==> config.mk <==
export PLATFORM = sky130hd
export DESIGN_NAME = mem_port_arbiter
export DESIGN_NICKNAME = d
export VERILOG_FILES = /design/src/rtl/mem_port_arbiter.sv
export SDC_FILE = /design/constraint.sdc
export NUM_CORES = 1
export LEC_CHECK = 0
export CAP_MARGIN = 20
export CORE_AREA = 2 2 220 222
export CTS_CLUSTER_SIZE = 24
export DETAILED_ROUTE_END_ITERATION = 8
export DIE_AREA = 0 0 222 224
export GPL_TIMING_DRIVEN = 0
export PLACE_DENSITY = 0.59
export SLEW_MARGIN = 0
export SYNTH_ARGS = -nofsm -noshare
export SYNTH_HDL_FRONTEND = slang
export SYNTH_SLANG_ARGS = --single-unit
==> constraint.sdc <==
create_clock -name clk -period 1.9 [get_ports clk]
set_clock_uncertainty 0.1 [all_clocks]
set_input_delay 0.38 -clock clk [delete_from_list [all_inputs] [get_ports clk]]
set_output_delay 0.38 -clock clk [all_outputs]
set_load 0.1 [all_outputs]
==> src/rtl/mem_port_arbiter.sv <==
// Arbiter for the unified single-ported memory: the memory stage has priority over fetch, and each
// access is range-checked, issued over a req/ack handshake with a timeout, and answered by a one-cycle done pulse.
module mem_port_arbiter #(
  parameter int MEM_SIZE = 4096,
  parameter int TIMEOUT  = 16,
  parameter int CNT_W    = 5
) (
  input  logic        clk,
  input  logic        rst,
  input  logic        f_req,
  input  logic [63:0] f_addr,
  output logic        f_done,
  output logic [79:0] f_rdata,
  output logic        f_err,
  input  logic        m_req,
  input  logic        m_we,
  input  logic [63:0] m_addr,
  input  logic [63:0] m_wdata,
  output logic        m_done,
  output logic [63:0] m_rdata,
  output logic        m_err,
  output logic        mem_req,
  output logic        mem_we,
  output logic [63:0] mem_addr,
  output logic [63:0] mem_wdata,
  input  logic        mem_ack,
  input  logic [79:0] mem_rdata,
  input  logic        mem_err,
  output logic        fetch_wait,
  output logic        mem_wait,
  output logic [1:0]  dbg_state
);
  // Handshake: a requester holds x_req high until it sees x_done for one cycle; the memory side
  // sees mem_req held with stable mem_addr/mem_we/mem_wdata until the cycle in which mem_ack is high.
  typedef enum logic [1:0] {IDLE = 2'd0, ISSUE_M = 2'd1, ISSUE_F = 2'd2, RESP = 2'd3} state_t;

  // Limits are compared against the raw address so addresses near 2^64 cannot wrap into range.
  localparam logic [63:0]      F_LIMIT  = 64'(MEM_SIZE - 10);
  localparam logic [63:0]      M_LIMIT  = 64'(MEM_SIZE - 8);
  localparam logic [CNT_W-1:0] CNT_LAST = CNT_W'(TIMEOUT - 1);

  state_t           state, state_n;
  logic [CNT_W-1:0] cnt, cnt_n;
  logic             mem_req_n, mem_we_n, f_done_n, m_done_n, f_err_n, m_err_n;
  logic [63:0]      mem_addr_n, mem_wdata_n, m_rdata_n;
  logic [79:0]      f_rdata_n;

  always_comb begin
    state_n     = state;
    cnt_n       = cnt;
    mem_req_n   = mem_req;
    mem_we_n    = mem_we;
    mem_addr_n  = mem_addr;
    mem_wdata_n = mem_wdata;
    f_done_n    = 1'b0;
    m_done_n    = 1'b0;
    f_err_n     = 1'b0;
    m_err_n     = 1'b0;
    f_rdata_n   = f_rdata;
    m_rdata_n   = m_rdata;
    case (state)
      IDLE: begin
        if (m_req) begin
          mem_addr_n  = m_addr;
          mem_wdata_n = m_wdata;
          if (m_addr > M_LIMIT) begin
            state_n  = RESP;
            m_done_n = 1'b1;
            m_err_n  = 1'b1;
            mem_we_n = 1'b0;
          end else begin
            state_n   = ISSUE_M;
            mem_req_n = 1'b1;
            mem_we_n  = m_we;
            cnt_n     = '0;
          end
        end else if (f_req) begin
          mem_addr_n = f_addr;
          mem_we_n   = 1'b0;
          if (f_addr > F_LIMIT) begin
            state_n  = RESP;
            f_done_n = 1'b1;
            f_err_n  = 1'b1;
          end else begin
            state_n   = ISSUE_F;
            mem_req_n = 1'b1;
            cnt_n     = '0;
          end
        end
      end
      ISSUE_M, ISSUE_F: begin
        if (mem_ack) begin
          state_n   = RESP;
          mem_req_n = 1'b0;
          mem_we_n  = 1'b0;
          if (state == ISSUE_M) begin
            m_done_n  = 1'b1;
            m_err_n   = mem_err;
            m_rdata_n = mem_we ? 64'd0 : mem_rdata[63:0];
          end else begin
            f_done_n  = 1'b1;
            f_err_n   = mem_err;
            f_rdata_n = mem_rdata;
          end
        end else if (cnt == CNT_LAST) begin
          // Ack never came: abort and report an address error to the owner.
          state_n   = RESP;
          mem_req_n = 1'b0;
          mem_we_n  = 1'b0;
          if (state == ISSUE_M) begin
            m_done_n = 1'b1;
            m_err_n  = 1'b1;
          end else begin
            f_done_n = 1'b1;
            f_err_n  = 1'b1;
          end
        end else begin
          cnt_n = cnt + 1'b1;
        end
      end
      RESP:    state_n = IDLE;
      default: state_n = IDLE;
    endcase
  end

  always_ff @(posedge clk) begin
    if (rst) begin
      state     <= IDLE;
      cnt       <= '0;
      mem_req   <= 1'b0;
      mem_we    <= 1'b0;
      mem_addr  <= '0;
      mem_wdata <= '0;
      f_done    <= 1'b0;
      m_done    <= 1'b0;
      f_err     <= 1'b0;
      m_err     <= 1'b0;
      f_rdata   <= '0;
      m_rdata   <= '0;
    end else begin
      state     <= state_n;
      cnt       <= cnt_n;
      mem_req   <= mem_req_n;
      mem_we    <= mem_we_n;
      mem_addr  <= mem_addr_n;
      mem_wdata <= mem_wdata_n;
      f_done    <= f_done_n;
      m_done    <= m_done_n;
      f_err     <= f_err_n;
      m_err     <= m_err_n;
      f_rdata   <= f_rdata_n;
      m_rdata   <= m_rdata_n;
    end
  end

  assign fetch_wait = f_req & ~f_done;
  assign mem_wait   = m_req & ~m_done;
  assign dbg_state  = state;
endmodule
# After elaboration in Yosys (flattened, before gate mapping)
# Index checks and enable logic that the tools add are counted.
# totals
output_inout_bits	282
in_bits	279
ff_bits	285
n_memories	0
latchBits	0
mem_bits_ro	0
ram_bits	0
word_cells	89
# op_classes
mul	0
n_bitwise	5
add_sub_neg	1
magnitude_cmp	2
reduce_logical	12
div	0
muxes	47
n_shift	0
eq_ne	10
# op_table
cell	n
$mux W64	3
$gt A64 B12 Y1 const B	2
$mux W5	6
$mux W1	25
$ne A3 B3 Y1 const B	4
$pmux W1 S2	6
$mux W2	5
$pmux W5 S2	1
$reduce_and A3 Y1	3
$pmux W2 S3	1
$reduce_and A2 Y1	3
$reduce_and A6 Y1	1
$add A5 B1 Y5 const B	1
$eq A5 B4 Y1 const B	1
$reduce_and A5 Y1	1
$eq A2 B2 Y1 const B	2
$ne A2 B2 Y1 const B	2
$reduce_bool A2 Y1	2
$not A1 Y1	3
$and A1 B1 Y1	2
$eq A2 B1 Y1 const B	1
$logic_not A2 Y1	1
$reduce_or A2 Y1	1

# Longest topological paths before layout
# Gate-level depths: netlist (run 1).
# depth
word_depth	5
ltp_mapped	8
depth_no_buf	7

# Worst setup path before layout (run 1)
# Ideal clock, no wire load.
# synth_path
path_kind	input to output
from	input port m_req
to	output port mem_wait
t_arrival_ps	2632
stages	4
path_slack_ps	-1212
required_ps	1420
path_buffers	3
cell_sequence	clkbuf_1 -> buf_2 -> buf_1 -> nor2b_1
# synth_between
elab_chain_cells	1
# synth_rtl
element	line	text
from (decl)	15	input logic m_req,
$and A1 B1 Y1	157	assign mem_wait = m_req & ~m_done;
to (decl)	30	output logic mem_wait,
# Every way passes these cells.

# Final worst setup path (run 1)
# layout_path
from	input port f_addr[61]
to	register mem_req
# layout_between
elab_chain_cells	3
# layout_rtl
element	line	text
from (decl)	11	input logic [63:0] f_addr,
$gt A64 B12 Y1	80	if (f_addr > F_LIMIT) begin
$ne A3 B3 Y1 (no source line)	n/a	
$reduce_and A5 Y1 (no source line)	n/a	
to (signal assigned)	143	mem_req <= mem_req_n;
to (decl)	22	output logic mem_req,
# Every way passes these cells.
# A chain may end at the register's enable or synchronous reset.

==> results of run 1 <==
[metal layers]
layer	vias to the layer above	GRT usage [%]	wire, um
met1	5633	24.0	21600
li1	5823	-	-
met3	88	5.10	3320
met2	416	32.6	24500
met4	4	7.72	1570
met5	-	0	34
[tightest hold or removal path, delay by kind of cell]
family | cells | cell delay (ns)
muxes | 1 | 0.12
buffers and inverters | 1 | 0.10
AOI/OAI and AO/OA | 1 | 0.08
[layout make-up]
cell class | instances | area (sq um)
flip-flops and latches | 285 | 5720
well taps | 615 | 769
multi-input cells | 936 | 5470
clock inverters | 11 | 121
diodes | 3 | 7.51
repair buffers | 577 | 4240
fillers | 4943 | 29400
inverters | 7 | 31.3
clock buffers | 52 | 1030
plain buffers | 104 | 582
[synth_stat cells, drive strengths merged]
| cell | number | area, sq um |
|---|---|---|
| a211oi | 64 | 480 |
| a21boi | 1 | 7.51 |
| a21o | 2 | 16.3 |
| a21oi | 216 | 1080 |
| a22oi | 1 | 7.51 |
| a31oi | 2 | 12.5 |
| and2 | 4 | 26.3 |
| and3 | 1 | 6.26 |
| buf | 18 | 73.8 |
| clkbuf | 89 | 334 |
| dfxtp | 285 | 5710 |
| ha | 5 | 62.6 |
| inv | 7 | 26.3 |
| mux2i | 64 | 641 |
| nand2 | 303 | 1140 |
| nand2b | 1 | 6.26 |
| nand3 | 7 | 35.0 |
| nand3b | 2 | 15.0 |
| nand4 | 9 | 56.3 |
| nor2 | 134 | 503 |
| nor2b | 3 | 18.8 |
| nor3 | 6 | 30.0 |
| nor3b | 65 | 488 |
| nor4 | 29 | 203 |
| o2111a | 1 | 11.3 |
| o21a | 3 | 22.5 |
| o21ai | 3 | 15.0 |
| o21bai | 1 | 7.51 |
| o311ai | 1 | 8.76 |
| o31ai | 3 | 22.5 |
| o32ai | 1 | 8.76 |
| o41ai | 1 | 8.76 |
| or3 | 2 | 12.5 |
| or4 | 1 | 7.51 |
[state kept, by name, indices dropped and copies added (netlist names)]
| signal | cells |
|---|---|
| f_rdata | 80 |
| m_err | 1 |
| cnt | 5 |
| mem_addr | 64 |
| mem_we | 1 |
| mem_req | 1 |
| m_done | 1 |
| mem_wdata | 64 |
| m_rdata | 64 |
| f_done | 1 |
| f_err | 1 |
| dbg_state | 2 |
[power by group]
group / switching (mW) / internal, mW / total [mW] / leakage [nW]
Clock: 2.66 / 4.05 / 6.71 / 0.561
Sequential: 0.710 / 7.34 / 8.05 / 2.33
Combinational: 14.4 / 3.72 / 18.1 / 4.88
Total: 17.8 / 15.1 / 32.9 / 7.77
[worst min-delay path by stage]
stage	end	startpoint	depth (start not counted)	slack (ns)
5_1_grt	mem_addr[37]	m_addr[37]	3	0.11
3_5_place_dp	f_rdata[7]	f_rdata[7]	2	0.35
2_1_floorplan	cnt[3]	cnt[3]	1	0.33
4_1_cts	mem_addr[50]	f_addr[50]	3	0.15
6_report	mem_addr[24]	f_addr[24]	3	0.11
3_3_place_gp	f_rdata[49]	f_rdata[49]	2	0.34
[logic make-up (layout without fill, tap and decap cells)]
family          after synthesis  count (layout)  share of synthesized area (%)
fa+ha+maj                     5               5                          0.564
other cells                   0               3                              0
compound gates              300             300                           15.4
simple gates                567             567                           22.9
buf+inv                     114             751                           3.91
mux                          64              64                           5.77
flops                       285             285                           51.4
[stage by stage]
| step | utilization, % | total power, mW | hold slack [ns] | cells |
|---|---|---|---|---|
| 6_report | 38.0 | 32.9 | 0.107 | 2590 |
| 5_1_grt | 38.0 | 34.3 | 0.111 | 2589 |
| 4_1_cts | 37.4 | 32.9 | 0.152 | 2582 |
| 3_5_place_dp | 37.2 | 26.8 | 0.346 | 2509 |
| 3_3_place_gp | 37.1 | 26.7 | 0.340 | 2508 |
| 2_1_floorplan | - | 21.6 | 0.329 | 1335 |
[what timing repair did]
action | 4_1_cts | 5_1_grt
setup endpoints to repair | 562 | 261
hold endpoints to repair | 0 | 0
buffers inserted | 11 | 7
gates resized for setup | 1629 | 146
pin swaps | 41 | 42
[cells in the final DEF (no fill, tap or decap), types with 4 or more instances in the layout]
master                            count
sky130_fd_sc_hd__clkdlybuf4s50_1    171
sky130_fd_sc_hd__buf_2              294
sky130_fd_sc_hd__nor2_1             134
sky130_fd_sc_hd__clkbuf_1            48
sky130_fd_sc_hd__nor3b_1             48
sky130_fd_sc_hd__clkbuf_4             8
sky130_fd_sc_hd__clkdlybuf4s15_1     16
sky130_fd_sc_hd__dlymetal6s2s_1      15
sky130_fd_sc_hd__dfxtp_1            280
sky130_fd_sc_hd__clkdlybuf4s15_2      4
sky130_fd_sc_hd__buf_6                5
sky130_fd_sc_hd__nor3b_2             17
sky130_fd_sc_hd__clkbuf_2            49
sky130_fd_sc_hd__nand4_1              9
sky130_fd_sc_hd__nand3_1              5
sky130_fd_sc_hd__nand2_1            301
sky130_fd_sc_hd__nor4_1               5
sky130_fd_sc_hd__clkbuf_16           37
sky130_fd_sc_hd__nor4_4               8
sky130_fd_sc_hd__a211oi_1            64
sky130_fd_sc_hd__clkbuf_8            12
sky130_fd_sc_hd__dlygate4sd2_1       47
sky130_fd_sc_hd__nor4_2              16
sky130_fd_sc_hd__buf_4               22
sky130_fd_sc_hd__a21oi_1            213
sky130_fd_sc_hd__mux2i_1             64
sky130_fd_sc_hd__inv_1                4
sky130_fd_sc_hd__clkinv_2             4
==> metrics.sh, run 1 <==
FAILING_CHECKS='negative setup slack'
ROUTE.DETAILED.WL_PER_INST_UM=19.7
FLOORPLAN.ROWS=80
CRIT_START='f_addr[61]'
CTS_TREE='yes'
ANT_NETS=0
LAYOUT_MIN_CYCLE_TIME_NS=1.97
DRT_FIRST_ITER_VIOLATIONS=529
NETLIST_AREA_SQ_MM=0.0111
CORE_AREA_SQ_MM=0.0473
WORSTPATHCELLLIST='clkdlybuf4s15_2 > nor4_4 > nand4_1 > nor4_4 > buf_4 > a21oi_4 > buf_6 > nor4_1 > nor3_1'
CTS_HOLD_BUFFERS=0
WORST_SETUP_PATH_ENDPOINT='mem_req'
CTS_ROOT_BUFFER='sky130_fd_sc_hd__clkbuf_16'
NUMBER_OF_GLOBAL_ROUTE_VIAS_BEFORE_REPAIR=11914
RR_WORST_DEPTH=7
CRIT_FAMILY='simple AND/OR/NAND/NOR gates'
SYNTH_FP_NETS=1619
SYNTH_CELLS=1335
YS_TYPES=41
DRIVE_GT1_SHARE_PCT=26.6
PATH_CLASS='input port to register'
VDD_IR_DROP_MAX_uV=825
MAXCLOCKFREQUENCY_GHz=0.506
ROUTED_WIRELENGTH_UM=51100
INITIAL_ANTENNA_VIOLATION_COUNT=5
POST-ROUTE-CELL-AREA_SQ_MM=0.0180
WORSTSKEWPAIRLATENCY_NS=0.52
DRCVIOLATIONCOUNT=0
DPL-INSTANCE-AREA_SQ_MM=0.0176
CLOCK_TREE.HTREE_LEVEL_COUNT=2
AREA_ENCLOSED_BY_THE_DIE_BOUNDARY_SQ_MM=0.0497
CLK_TRANSITION_REPORTED_PATHS_NS=0.06
GRT_UTIL_ALL_LAYERS_PCT=19.5
CRIT_CELLS=9
PART_OF_THE_YOSYS_AREA_USED_FOR_SEQUENTIAL_ELEMENTS_PCT=51.4
WORST-SLEW-PIN-TRANSITION_NS=0.972
POWER.DENSITY_mW_PER_MM2=1830
TRITONCTS_NUM_SINKS=285
PORT-BUFFER-COUNT=558
DETAILROUTE.VIA_COUNT=11964
NUMCTSBUFFERS=36
WORST-R2R-SETUP-SLACK_NS=0.04
SYN_AREA_PER_CELL_SQ_UM=8.32
MAXCAPVIOLCOUNT=0
GRT_PASS1_WL_UM=73900
DP_HPWL_UM=39800
SYNTH_SEQ_CELLS=285
CP.BUFFERS_INVERTERS=3
FINAL-SETUP-VIOL-COUNT=7
DETAIL_ROUTE.VIAS_PER_CELL=4.62
PERIOD_SHARE_PCT=104
CRITICAL-PATH-TOP-CELL-BY-COUNT='sky130_fd_sc_hd__nor4_4'
CP_SLOWEST_STAGE_DELAY_NS=0.32
TIMING_HOLD_VIOLATIONS_FINAL=0
CRIT_PATH_MAX_FANOUT=6
FINAL.SETUP.TNS_NS=-0.268
DIE-WIDTH_UM=222
DRT-PASS1-ITER-COUNT=5
FLOORPLAN.DIE.HEIGHT_UM=224
CRITPATHCAPTURETYPE='register'
TIMING_MAX_TRANSITION_VIOLATIONS_FINAL=0
WORSTHOLDPATHTYPE='input port to register'
FINALWEIGHTEDCONGESTION=1.01
BOUNDARYPINS=561
CELLLEAKAGEPOWER_nW=7.77
TIMING.CRITICAL_PATH.ARRIVAL_NS=2.26
NETS=2231
GRT_OVERFLOW=0
PRE_CTS_WS_NS=-1.16
CLOCK_TREE.BUFFER_DEPTH=3
START_UTIL_PCT=23.4
RSZ0062_AT_GRT='yes'
CRITPATHLAUNCHTYPE='input port'
RUN_STATUS='finished with violations'
AREA_GROWTH_SYN_TO_LAYOUT_PCT=61.9
GRT_START_MAX_NET_PINS=13
FIN_WS_NS=-0.0747
TIMING.MAX_SLEW.REL_SLACK_PCT=35.2
CRITICAL-PATH-SLOWEST-CELL='sky130_fd_sc_hd__nor4_4'
WORST_R2R_STARTPOINT='cnt[1]'
CRITICAL_PATH_REQUIRED_NS=2.19
TIMING.RR.END='cnt[1]'
YOSYS_WARNINGS=0
No activity file was read; power rests on OpenSTA's default activity.
==> run 2, diff against run 1 <==
--- a/config.mk
+++ b/config.mk
@@ -11,8 +11,7 @@
 export DETAILED_ROUTE_END_ITERATION = 8
 export DIE_AREA = 0 0 222 224
 export GPL_TIMING_DRIVEN = 0
-export PLACE_DENSITY = 0.59
-export SLEW_MARGIN = 0
+export PLACE_DENSITY_LB_ADDON = 0.2
 export SYNTH_ARGS = -nofsm -noshare
 export SYNTH_HDL_FRONTEND = slang
 export SYNTH_SLANG_ARGS = --single-unit
==> run 2 against run 1 <==
Compared with the run above: the run still ends with negative setup slack left; cell area is 0.40% lower; sequential share of layout area is 0.13 points higher; routed wire length is 2.2% lower; clock power is 4.5% lower; sequential power hardly changed; flip-flop and latch count stayed put; non-clock buffer count is 1 higher; via count is 1.4% lower; critical endpoint is now cnt[1]; largest cell class unchanged; largest power group unchanged.
==> metrics.sh, run 2 (synthesis results as in run 1) <==
DESIGN_POWER_TOTAL_mW=32.5  # was 32.9 mW
CRIT_START='f_addr[39]'  # was f_addr[61]
NUMBER_OF_GLOBAL_ROUTE_VIAS_BEFORE_REPAIR=11826  # was 11914
TRITONCTS_NUM_SINKS=285  # unchanged
FINAL-SETUP-VIOL-COUNT=1  # was 7
VDD_IR_DROP_MAX_uV=698  # was 825 uV
FINAL.SETUP.TNS_NS=-0.00429  # was -0.268 ns
CLK_TRANSITION_REPORTED_PATHS_NS=0.05  # was 0.06 ns
INITIAL_ANTENNA_VIOLATION_COUNT=6  # was 5
LARGEST_REGISTER_FFS=80  # unchanged
GRT_PASS1_WL_UM=72400  # was 73900 um
HOLD-PATH-CELL-COUNT=3  # unchanged
PERIOD_SHARE_PCT=100  # was 104%
NUMCTSBUFFERS=35  # was 36
FIN_WS_NS=-0.00429  # was -0.0747 ns
DRCVIOLATIONCOUNT=0  # unchanged
ROUTED_WIRELENGTH_UM=50000  # was 51100 um
TIMING.CRITICAL_PATH.ARRIVAL_NS=2.25  # was 2.26 ns
MAXCAPVIOLCOUNT=0  # unchanged
GRT_START_MAX_NET_PINS=12  # was 13
AREA_GROWTH_SYN_TO_LAYOUT_PCT=61.2  # was 61.9%
CTS_ROOT_BUFFER='sky130_fd_sc_hd__clkbuf_16'  # unchanged
PORT-BUFFER-COUNT=558  # unchanged
TIMING_MAX_TRANSITION_VIOLATIONS_FINAL=0  # unchanged
DRT-PASS1-ITER-COUNT=5  # unchanged
DETAILROUTE.VIA_COUNT=11796  # was 11964
DP_HPWL_UM=38800  # was 39800 um
CLOCK_TREE.HTREE_LEVEL_COUNT=2  # unchanged
CELLLEAKAGEPOWER_nW=7.77  # about the same
ANT_NETS=0  # unchanged
ROUTE.DETAILED.WL_PER_INST_UM=19.3  # was 19.7 um
CP_SLOWEST_STAGE_DELAY_NS=0.43  # was 0.32 ns
CTS_TREE='yes'  # unchanged
CRIT_PATH_MAX_FANOUT=7  # was 6
WORST_SETUP_PATH_ENDPOINT='cnt[1]'  # was mem_req
WORST-SLEW-PIN-TRANSITION_NS=0.837  # was 0.972 ns
TIMING_HOLD_VIOLATIONS_FINAL=0  # unchanged
POWER.DENSITY_mW_PER_MM2=1820  # was 1830 mW/mm^2
DETAIL_ROUTE.VIAS_PER_CELL=4.56  # was 4.62
TIMING.RR.END='cnt[3]'  # was cnt[1]
CRITICAL_PATH_REQUIRED_NS=2.25  # was 2.19 ns
WORSTPATHCELLLIST='dlygate4sd2_1 > nor4_1 > nand4_1 > nor4_4 > buf_4 > a21oi_4 > or4_4 > a21oi_2'  # was clkdlybuf4s15_2 > nor4_4 > nand4_1 > nor4_4 > buf_4 > a21oi_4 > buf_6 > nor4_1 > nor3_1
FAILING_CHECKS='negative setup slack'  # unchanged
TIMING.MAX_SLEW.REL_SLACK_PCT=44.2  # was 35.2%
GRT_UTIL_ALL_LAYERS_PCT=19.1  # was 19.5%
RSZ0062_AT_GRT='yes'  # unchanged
FINALWEIGHTEDCONGESTION=0.961  # was 1.01
NETS=2231  # unchanged
DIE-WIDTH_UM=222  # unchanged
RR_WORST_DEPTH=7  # unchanged
START_UTIL_PCT=23.4  # unchanged
RUN_STATUS='finished with violations'  # unchanged
FINAL_CELL_MIX='sky130_fd_sc_hd__nand2_1 (299), sky130_fd_sc_hd__buf_2 (299), sky130_fd_sc_hd__dfxtp_1 (280)'  # was sky130_fd_sc_hd__nand2_1 (301), sky130_fd_sc_hd__buf_2 (294), sky130_fd_sc_hd__dfxtp_1 (280)
WORST-R2R-SETUP-SLACK_NS=0.03  # was 0.04 ns
PATH_CLASS='input port to register'  # unchanged
WORSTHOLDPATHTYPE='input port to register'  # unchanged
GRT_OVERFLOW=0  # unchanged
WORST_R2R_STARTPOINT='cnt[1]'  # unchanged
CRITPATHCAPTURETYPE='register'  # unchanged
DRT_FIRST_ITER_VIOLATIONS=550  # was 529
CORE_AREA_SQ_MM=0.0473  # unchanged
DRIVE_GT1_SHARE_PCT=25.5  # was 26.6%
BOUNDARYPINS=561  # unchanged
CLOCK_TREE.BUFFER_DEPTH=3  # unchanged
WORSTSKEWPAIRLATENCY_NS=0.53  # was 0.52 ns
AREA_ENCLOSED_BY_THE_DIE_BOUNDARY_SQ_MM=0.0497  # unchanged
FLOORPLAN.ROWS=80  # unchanged
FILLERS=5047  # was 4943
FLOORPLAN.DIE.HEIGHT_UM=224  # unchanged
MAXCLOCKFREQUENCY_GHz=0.525  # was 0.506 GHz
LAYOUT_MIN_CYCLE_TIME_NS=1.90  # was 1.97 ns
LARGEST_REGISTER_BY_FLOP_COUNT='f_rdata'  # unchanged
CRITICAL-PATH-SLOWEST-CELL='sky130_fd_sc_hd__or4_4'  # was sky130_fd_sc_hd__nor4_4
CRITPATHLAUNCHTYPE='input port'  # unchanged
==> run 2: what timing repair did <==
item / in CTS / in global routing
hold buffers: 0 / 0
cloned: 0 / 0
pin swaps: 43 / 33
setup buffers: 9 / 10
resized for setup: 1620 / 113
setup endpoints to repair: 562 / 232
==> run 2: worst min path at each step <==
stage,start,slack (ns),end
3_3_place_gp,mem_wdata[51],0.34,mem_wdata[51]
2_1_floorplan,cnt[3],0.33,cnt[3]
3_5_place_dp,f_rdata[42],0.35,f_rdata[42]
4_1_cts,m_addr[39],0.11,mem_addr[39]
5_1_grt,m_addr[39],0.14,mem_addr[39]
6_report,m_addr[10],0.15,mem_addr[10]
==> run 2: cell type report <==
type,instances,area [sq um],area share (%)
antenna,4,10.0,0.0559
buffer,105,588,3.29
clock buffer,53,1070,5.96
clock inverter,6,33.8,0.189
inverter,7,38.8,0.217
multi-input combinational,936,5410,30.2
sequential,285,5720,31.9
tap,615,769,4.30
timing repair buffer,577,4270,23.8
==> run 2: layer usage <==
layer / global-route usage, % / part of all wire (%)
met2: 32.1 / 48
met1: 22.8 / 42
met5: 0 / 0.076
met3: 5.01 / 6.6
met4: 8.87 / 3.8
==> run 2: worst max-delay path: cells and delay by family <==
kind,cells,cell delay [ns]
buf+inv,2,0.47
compound gates,2,0.22
simple gates,4,1.19
==> run 2: stage by stage <==
stage / area, sq um / hold WS, ns / worst slack (ns) / util (%) / cells
floorplan: 11200 / 0.329 / -0.110 / - / 1335
global placement: 17600 / 0.342 / -1.28 / 37.1 / 2508
detailed placement: 17600 / 0.346 / -1.28 / 37.1 / 2508
CTS: 17600 / 0.111 / 0.000666 / 37.1 / 2575
global route: 17900 / 0.141 / -0.0399 / 37.8 / 2587
finish: 17900 / 0.150 / -0.00429 / 37.8 / 2588
==> run 2: report_power, final <==
part | leakage, nW | switching (mW) | internal (mW)
Clock | 0.547 | 2.56 | 3.85
Combinational | 4.89 | 14.3 | 3.75
Sequential | 2.33 | 0.690 | 7.34
Total | 7.77 | 17.6 | 14.9
